`src/rtl/fetch_sequencer.sv`:
```
// fetch_sequencer: multi-cycle fetch/decode control FSM.
// It drives the instruction unit's PC/IM/IR strobes and resolves j, beq/bne and jr locally.
// Every other instruction is handed to the execute stage over a valid/ready handshake.
// Control strobes are decoded from the state register. The one exception is the jr load,
// which happens in the same cycle that rs_valid reports the target on PC_in.
module fetch_sequencer #(
  parameter int         CNT_W      = 16,
  parameter logic [5:0] HALT_FUNCT = 6'h0D
) (
  input  logic             clk,
  input  logic             reset,
  input  logic             run,
  input  logic [31:0]      ir_in,
  input  logic             ex_ready,
  input  logic             cond_valid,
  input  logic             cond_eq,
  input  logic             rs_valid,
  output logic             pc_ld,
  output logic             pc_inc,
  output logic             im_cs,
  output logic             im_rd,
  output logic             ir_ld,
  output logic [1:0]       pc_sel,
  output logic             issue_valid,
  output logic [31:0]      issue_instr,
  output logic             cmp_req,
  output logic             jr_req,
  output logic             halted,
  output logic [CNT_W-1:0] retired
);

  typedef enum logic [3:0] {
    S_IDLE    = 4'd0,
    S_FETCH   = 4'd1,
    S_DECODE  = 4'd2,
    S_JUMP    = 4'd3,
    S_BR_WAIT = 4'd4,
    S_BR_TAKE = 4'd5,
    S_JR_WAIT = 4'd6,
    S_ISSUE   = 4'd7,
    S_CHECK   = 4'd8,
    S_HALT    = 4'd9
  } state_t;

  localparam logic [5:0] OP_RTYPE = 6'h00;
  localparam logic [5:0] OP_J     = 6'h02;
  localparam logic [5:0] OP_BEQ   = 6'h04;
  localparam logic [5:0] OP_BNE   = 6'h05;
  localparam logic [5:0] FN_JR    = 6'h08;

  localparam logic [1:0] SEL_PC_IN  = 2'b00;
  localparam logic [1:0] SEL_JUMP   = 2'b01;
  localparam logic [1:0] SEL_BRANCH = 2'b10;

  state_t      state;
  state_t      state_nxt;
  logic [1:0]  pc_sel_nxt;
  logic [31:0] issue_instr_nxt;
  logic        br_ne;        // captured branch sense: 1 for bne, 0 for beq
  logic        br_ne_nxt;
  logic        retire;       // one instruction completes on this edge
  logic [5:0]  opcode;
  logic [5:0]  funct;

  assign opcode = ir_in[31:26];
  assign funct  = ir_in[5:0];

  // Next-state selection, retire strobe and fields captured while decoding
  always_comb begin
    state_nxt       = state;
    retire          = 1'b0;
    pc_sel_nxt      = pc_sel;
    issue_instr_nxt = issue_instr;
    br_ne_nxt       = br_ne;
    case (state)
      S_IDLE: begin
        if (run) state_nxt = S_FETCH;
        else     state_nxt = S_IDLE;
      end
      S_FETCH: begin
        state_nxt = S_DECODE;
      end
      S_DECODE: begin
        if (opcode == OP_J) begin
          pc_sel_nxt = SEL_JUMP;
          state_nxt  = S_JUMP;
        end else if ((opcode == OP_BEQ) || (opcode == OP_BNE)) begin
          pc_sel_nxt = SEL_BRANCH;
          br_ne_nxt  = (opcode == OP_BNE);
          state_nxt  = S_BR_WAIT;
        end else if ((opcode == OP_RTYPE) && (funct == FN_JR)) begin
          pc_sel_nxt = SEL_PC_IN;
          state_nxt  = S_JR_WAIT;
        end else if ((opcode == OP_RTYPE) && (funct == HALT_FUNCT)) begin
          state_nxt = S_HALT;
        end else begin
          // Unknown opcodes land here too; the execute stage owns illegal-op handling.
          issue_instr_nxt = ir_in;
          state_nxt       = S_ISSUE;
        end
      end
      S_JUMP: begin
        retire    = 1'b1;
        state_nxt = S_CHECK;
      end
      S_BR_WAIT: begin
        if (cond_valid) begin
          retire = 1'b1;
          if (cond_eq ^ br_ne) state_nxt = S_BR_TAKE;
          else                 state_nxt = S_CHECK;
        end else begin
          state_nxt = S_BR_WAIT;
        end
      end
      S_BR_TAKE: begin
        state_nxt = S_CHECK;
      end
      S_JR_WAIT: begin
        if (rs_valid) begin
          retire    = 1'b1;
          state_nxt = S_CHECK;
        end else begin
          state_nxt = S_JR_WAIT;
        end
      end
      S_ISSUE: begin
        if (ex_ready) begin
          retire    = 1'b1;
          state_nxt = S_CHECK;
        end else begin
          state_nxt = S_ISSUE;
        end
      end
      S_CHECK: begin
        if (run) state_nxt = S_FETCH;
        else     state_nxt = S_IDLE;
      end
      S_HALT: begin
        state_nxt = S_HALT;
      end
      default: begin
        state_nxt = S_IDLE;
      end
    endcase
  end

  // Control strobes decoded from state; fetch strobes never overlap a PC load
  always_comb begin
    pc_ld       = 1'b0;
    pc_inc      = 1'b0;
    im_cs       = 1'b0;
    im_rd       = 1'b0;
    ir_ld       = 1'b0;
    issue_valid = 1'b0;
    cmp_req     = 1'b0;
    jr_req      = 1'b0;
    halted      = 1'b0;
    case (state)
      S_FETCH: begin
        im_cs  = 1'b1;
        im_rd  = 1'b1;
        ir_ld  = 1'b1;
        pc_inc = 1'b1;
      end
      S_JUMP:    pc_ld       = 1'b1;
      S_BR_TAKE: pc_ld       = 1'b1;
      S_BR_WAIT: cmp_req     = 1'b1;
      S_ISSUE:   issue_valid = 1'b1;
      S_HALT:    halted      = 1'b1;
      S_JR_WAIT: begin
        jr_req = 1'b1;
        pc_ld  = rs_valid;
      end
      default: begin
        pc_ld = 1'b0;
      end
    endcase
  end

  // State register
  always_ff @(posedge clk or posedge reset) begin
    if (reset) state <= S_IDLE;
    else       state <= state_nxt;
  end

  // Decode-captured fields: PC source select, branch sense and the issued word
  always_ff @(posedge clk or posedge reset) begin
    if (reset) begin
      pc_sel      <= 2'b00;
      br_ne       <= 1'b0;
      issue_instr <= 32'h0000_0000;
    end else begin
      pc_sel      <= pc_sel_nxt;
      br_ne       <= br_ne_nxt;
      issue_instr <= issue_instr_nxt;
    end
  end

  // Retired-instruction counter, wraps modulo 2^CNT_W
  always_ff @(posedge clk or posedge reset) begin
    if (reset)       retired <= '0;
    else if (retire) retired <= retired + CNT_W'(1);
    else             retired <= retired;
  end

endmodule

```
`config.mk`:
```
export PLATFORM = sky130hd
export DESIGN_NAME = fetch_sequencer
export DESIGN_NICKNAME = d
export VERILOG_FILES = /design/src/rtl/fetch_sequencer.sv
export SDC_FILE = /design/constraint.sdc
export NUM_CORES = 1
export LEC_CHECK = 0
export CAP_MARGIN = 10
export CORE_MARGIN = 2
export CORE_UTILIZATION = 30
export CTS_BUF_LIST = sky130_fd_sc_hd__clkbuf_4 sky130_fd_sc_hd__clkbuf_8
export DETAILED_ROUTE_END_ITERATION = 8
export DONT_BUFFER_PORTS = 1
export GPL_TIMING_DRIVEN = 0
export PLACE_DENSITY_LB_ADDON = 0.3
export SYNTH_ARGS = -nofsm -noshare
export SYNTH_HDL_FRONTEND = slang
export SYNTH_SLANG_ARGS = --single-unit
export TNS_END_PERCENT = 100
```
`constraint.sdc`:
```
create_clock -name clk -period 4.65 [get_ports clk]
set_input_delay 0.93 -clock clk [delete_from_list [all_inputs] [get_ports clk]]
set_output_delay 0.93 -clock clk [all_outputs]
set_load 0.05 [all_outputs]
```
==> out/metrics.yaml <==
outcome:
  status: "finished clean"
sta:
  rsz0062_at_grt: "false"
  fin_crit_ps: 3670
  tightestPinTransition_ps: 1250
  setup_viol: 0
  hold_viol: 0
  clock_skew_ps: 6.11
  timing.final.crit_share_pct: 78.9
  drv_slew: 0
  postLayoutSetupSlackWorst_ps: 979
  max_slew_margin_pct: 15.5
  timing.fmax_ghz: 0.272
  finalSetupTns_ps: 0
drt:
  ant_nets: 0
  routed_wl_mm: 5.60
  vias_per_cell: 5.06
  first_iter_violations: 77
  first_pass_iters: 4
  drc: 0
  dr_total_vias: 1664
  wl_per_cell_um: 17.0
global_routing:
  grt_max_degree: 29
  grt_pass1_wl_mm: 9.16
  gr-total-overflow: 0
  antenna_found_initial: 0
  grt.total_usage_pct: 11.7
  grt_pass1_vias: 1714
flow_run:
  max-cap-violations: 0
synthesis:
  synth-seq-area-share_pct: 51.1
  syn_area_mm2: 0.00269
  avgSynthCellArea_um2: 12.8
  yosys_warnings: 0
  ys_ff_latch: 55
  synth_fp_nets: 251
  synthCells: 211
  synth.distinct_cells: 41
clock_network:
  ctsResizeCount: 0
  cts-htree-levels: 2
  cts_setup_buffers: 0
  clk_path_buf_depth: 2
  cts_tree: "done"
  clock_latency_ps: 300
  path_clk_slew_ps: 90
  clock_sinks: 55
  clockRootBuffer: "clkbuf_8"
  cts_hold_buf: 0
  numCtsBuffers: 5
layout:
  multi_input_area_mm2: 0.00123
  antenna_cells: 0
  final_net_count: 261
  utilization_pct: 34.3
  layout-drive-gt1-share_pct: 26.7
  stdcell_count: 329
  areaGrowthSynthToFinish_pct: 11.2
  fill_cells: 874
  seqCellArea_mm2: 0.00138
power:
  power_frac_clock_pct: 12.0
  power_frac_seq_pct: 57.6
  power_density_mw_per_mm2: 861
  p_int_mw: 1.24
  power_mw: 2.58
  ir_worst_vdd_mv: 0.348
  p_leak_nw: 1.31
  switching_share_pct: 51.9
  combinationalPowerShare_pct: 30.4
  switchingPower_mw: 1.34
place:
  gp_congestion: 0.782
  port_buffers: 0
  place_ws_ps: 1280
  dp_hpwl_mm: 4.08
  dp_cells: 322
critical_path:
  crit_path_end_kind: "output port"
  start_kind: "flip-flop"
  slowest_stage: "nor4bb_2"
  worst_path_most_repeated_cell: "clkbuf_1"
  path_cells: "clkbuf_1, clkbuf_1, nor4bb_2"
  cp_top_family: "simple AND/OR/NAND/NOR gates"
  worstSetupPathType: "flip-flop to output port"
  cp_max_fo: 10
  critPathBufInv: 2
  slowest_delay_ps: 1160
  critical_path_arrival_ps: 2740
  cp.required_ps: 3720
floorplan:
  dieArea_mm2: 0.00975
  ios: 98
  die_h_um: 98.8
  core_mm2: 0.00872
  start_util_pct: 30.9
  rows: 34
  die_w_um: 98.8
hold_path:
  hp-class: "flip-flop to flip-flop"
==> area by class of cell <==
class,count,area share [%]
inverter,5,0.627
multi-input combinational,136,41.1
buffer,15,3.17
clock inverter,1,1.00
timing repair buffer,3,1.04
sequential,55,45.9
clock buffer,6,2.55
tap,108,4.51
==> path summary, 6_finish.rpt <==
path	start	endpoint	slack [ps]	depth (start not counted)
worst max-delay path	state[3]	halted	980	3
worst min-delay path	br_ne	br_ne	550	1
worst max register to register	state[0]	issue_instr[18]	2500	6
worst min register to register	br_ne	br_ne	550	1
max in group asynchronous	reset	issue_instr[14]	3510	2
min in group asynchronous	reset	issue_instr[23]	580	1
==> flip-flops by register name, indices dropped and copies added, names as in the netlist <==
name	cells
state	4
br_ne	1
issue_instr	32
retired	16
pc_sel	2
==> metal layers <==
| metal | part of all wire, % | track usage (%) | vias up |
|---|---|---|---|
| li1 | - | - | 781 |
| met1 | 44 | 14.9 | 818 |
| met2 | 47 | 18.1 | 63 |
| met3 | 8.6 | 5.39 | 2 |
| met4 | 0.61 | 3.16 | 0 |
| met5 | 0 | 0 | - |
==> layout by cell type, fill, tap and decap left out, drive strengths merged, types with 5 or more instances in the layout <==
| master | Yosys | routed |
|---|---|---|
| buf | 7 | 10 |
| xnor2 | 6 | 6 |
| nor3 | 9 | 9 |
| nand3 | 7 | 7 |
| inv | 5 | 5 |
| clkbuf | 8 | 14 |
| dfrtp | 55 | 55 |
| xor2 | 10 | 10 |
| nand4 | 6 | 6 |
| nor2 | 6 | 6 |
| nand2 | 9 | 9 |
| mux2 | 34 | 34 |
==> kinds of logic (layout without fill, tap and decap cells) <==
logic type	Yosys count	after routing	synth area share [%]
AOI/OAI and AO/OA	20	20	5.90
xor gates and xnor gates	16	16	5.20
adders and majority gates	1	1	0.464
buffers and inverters	20	30	4.23
DFF	55	55	51.1
muxes	36	36	19.1
and+or+nand+nor	63	63	14.0
==> power by group through the flow <==
stage | combinational [mW] | clock (mW) | sequential, mW
3_3_place_gp | 0.757 | 0 | 1.50
5_1_grt | 0.855 | 0.348 | 1.52
6_report | 0.784 | 0.311 | 1.49
4_1_cts | 0.793 | 0.329 | 1.49
3_5_place_dp | 0.792 | 0 | 1.49
2_1_floorplan | 0.680 | 0 | 1.44
==> cells in the mapped netlist, drive strengths merged <==
library cell  number  share of area (%)
nand4              6                1.4
and4               2               0.65
buf                7                2.4
nand3              7                1.3
clkbuf             8                1.2
a21oi              4               0.74
nand3b             1               0.28
inv                5               0.70
nor4               3               0.70
o21ai              4               0.74
and3               3               0.70
nor4b              3               0.98
mux2i              2               0.74
nor3b              2               0.56
nand2b             2               0.46
o22ai              2               0.46
xnor2              6                2.0
or3                2               0.46
or4b               1               0.37
nor4bb             1               0.37
ha                 1               0.46
nand2              9                1.3
nand4bb            1               0.42
nand4b             3               0.98
nor3               9                1.7
and4b              1               0.37
mux2              34                 18
xor2              10                3.3
dfrtp             55                 51
nor2b              1               0.23
a31oi              3                1.3
a311oi             2               0.65
o211ai             3                1.3
nor2               6               0.84
o311ai             1               0.33
o211a              1               0.37
==> worst register-to-register path, cell delays in order, from the launching register on <==
cell and delay (ps):
dfrtp_1 440, or4b_1 530, clkbuf_2 200, a31oi_4 220, o211ai_4 150, buf_6 200
mux2_4 300
==> through the flow <==
step	area (um^2)	hold WS, ps
2_1_floorplan	2690	501
3_3_place_gp	2830	525
3_5_place_dp	2890	532
4_1_cts	3000	555
5_1_grt	3000	570
6_report	3000	551
(Power assumes the default switching activity.)
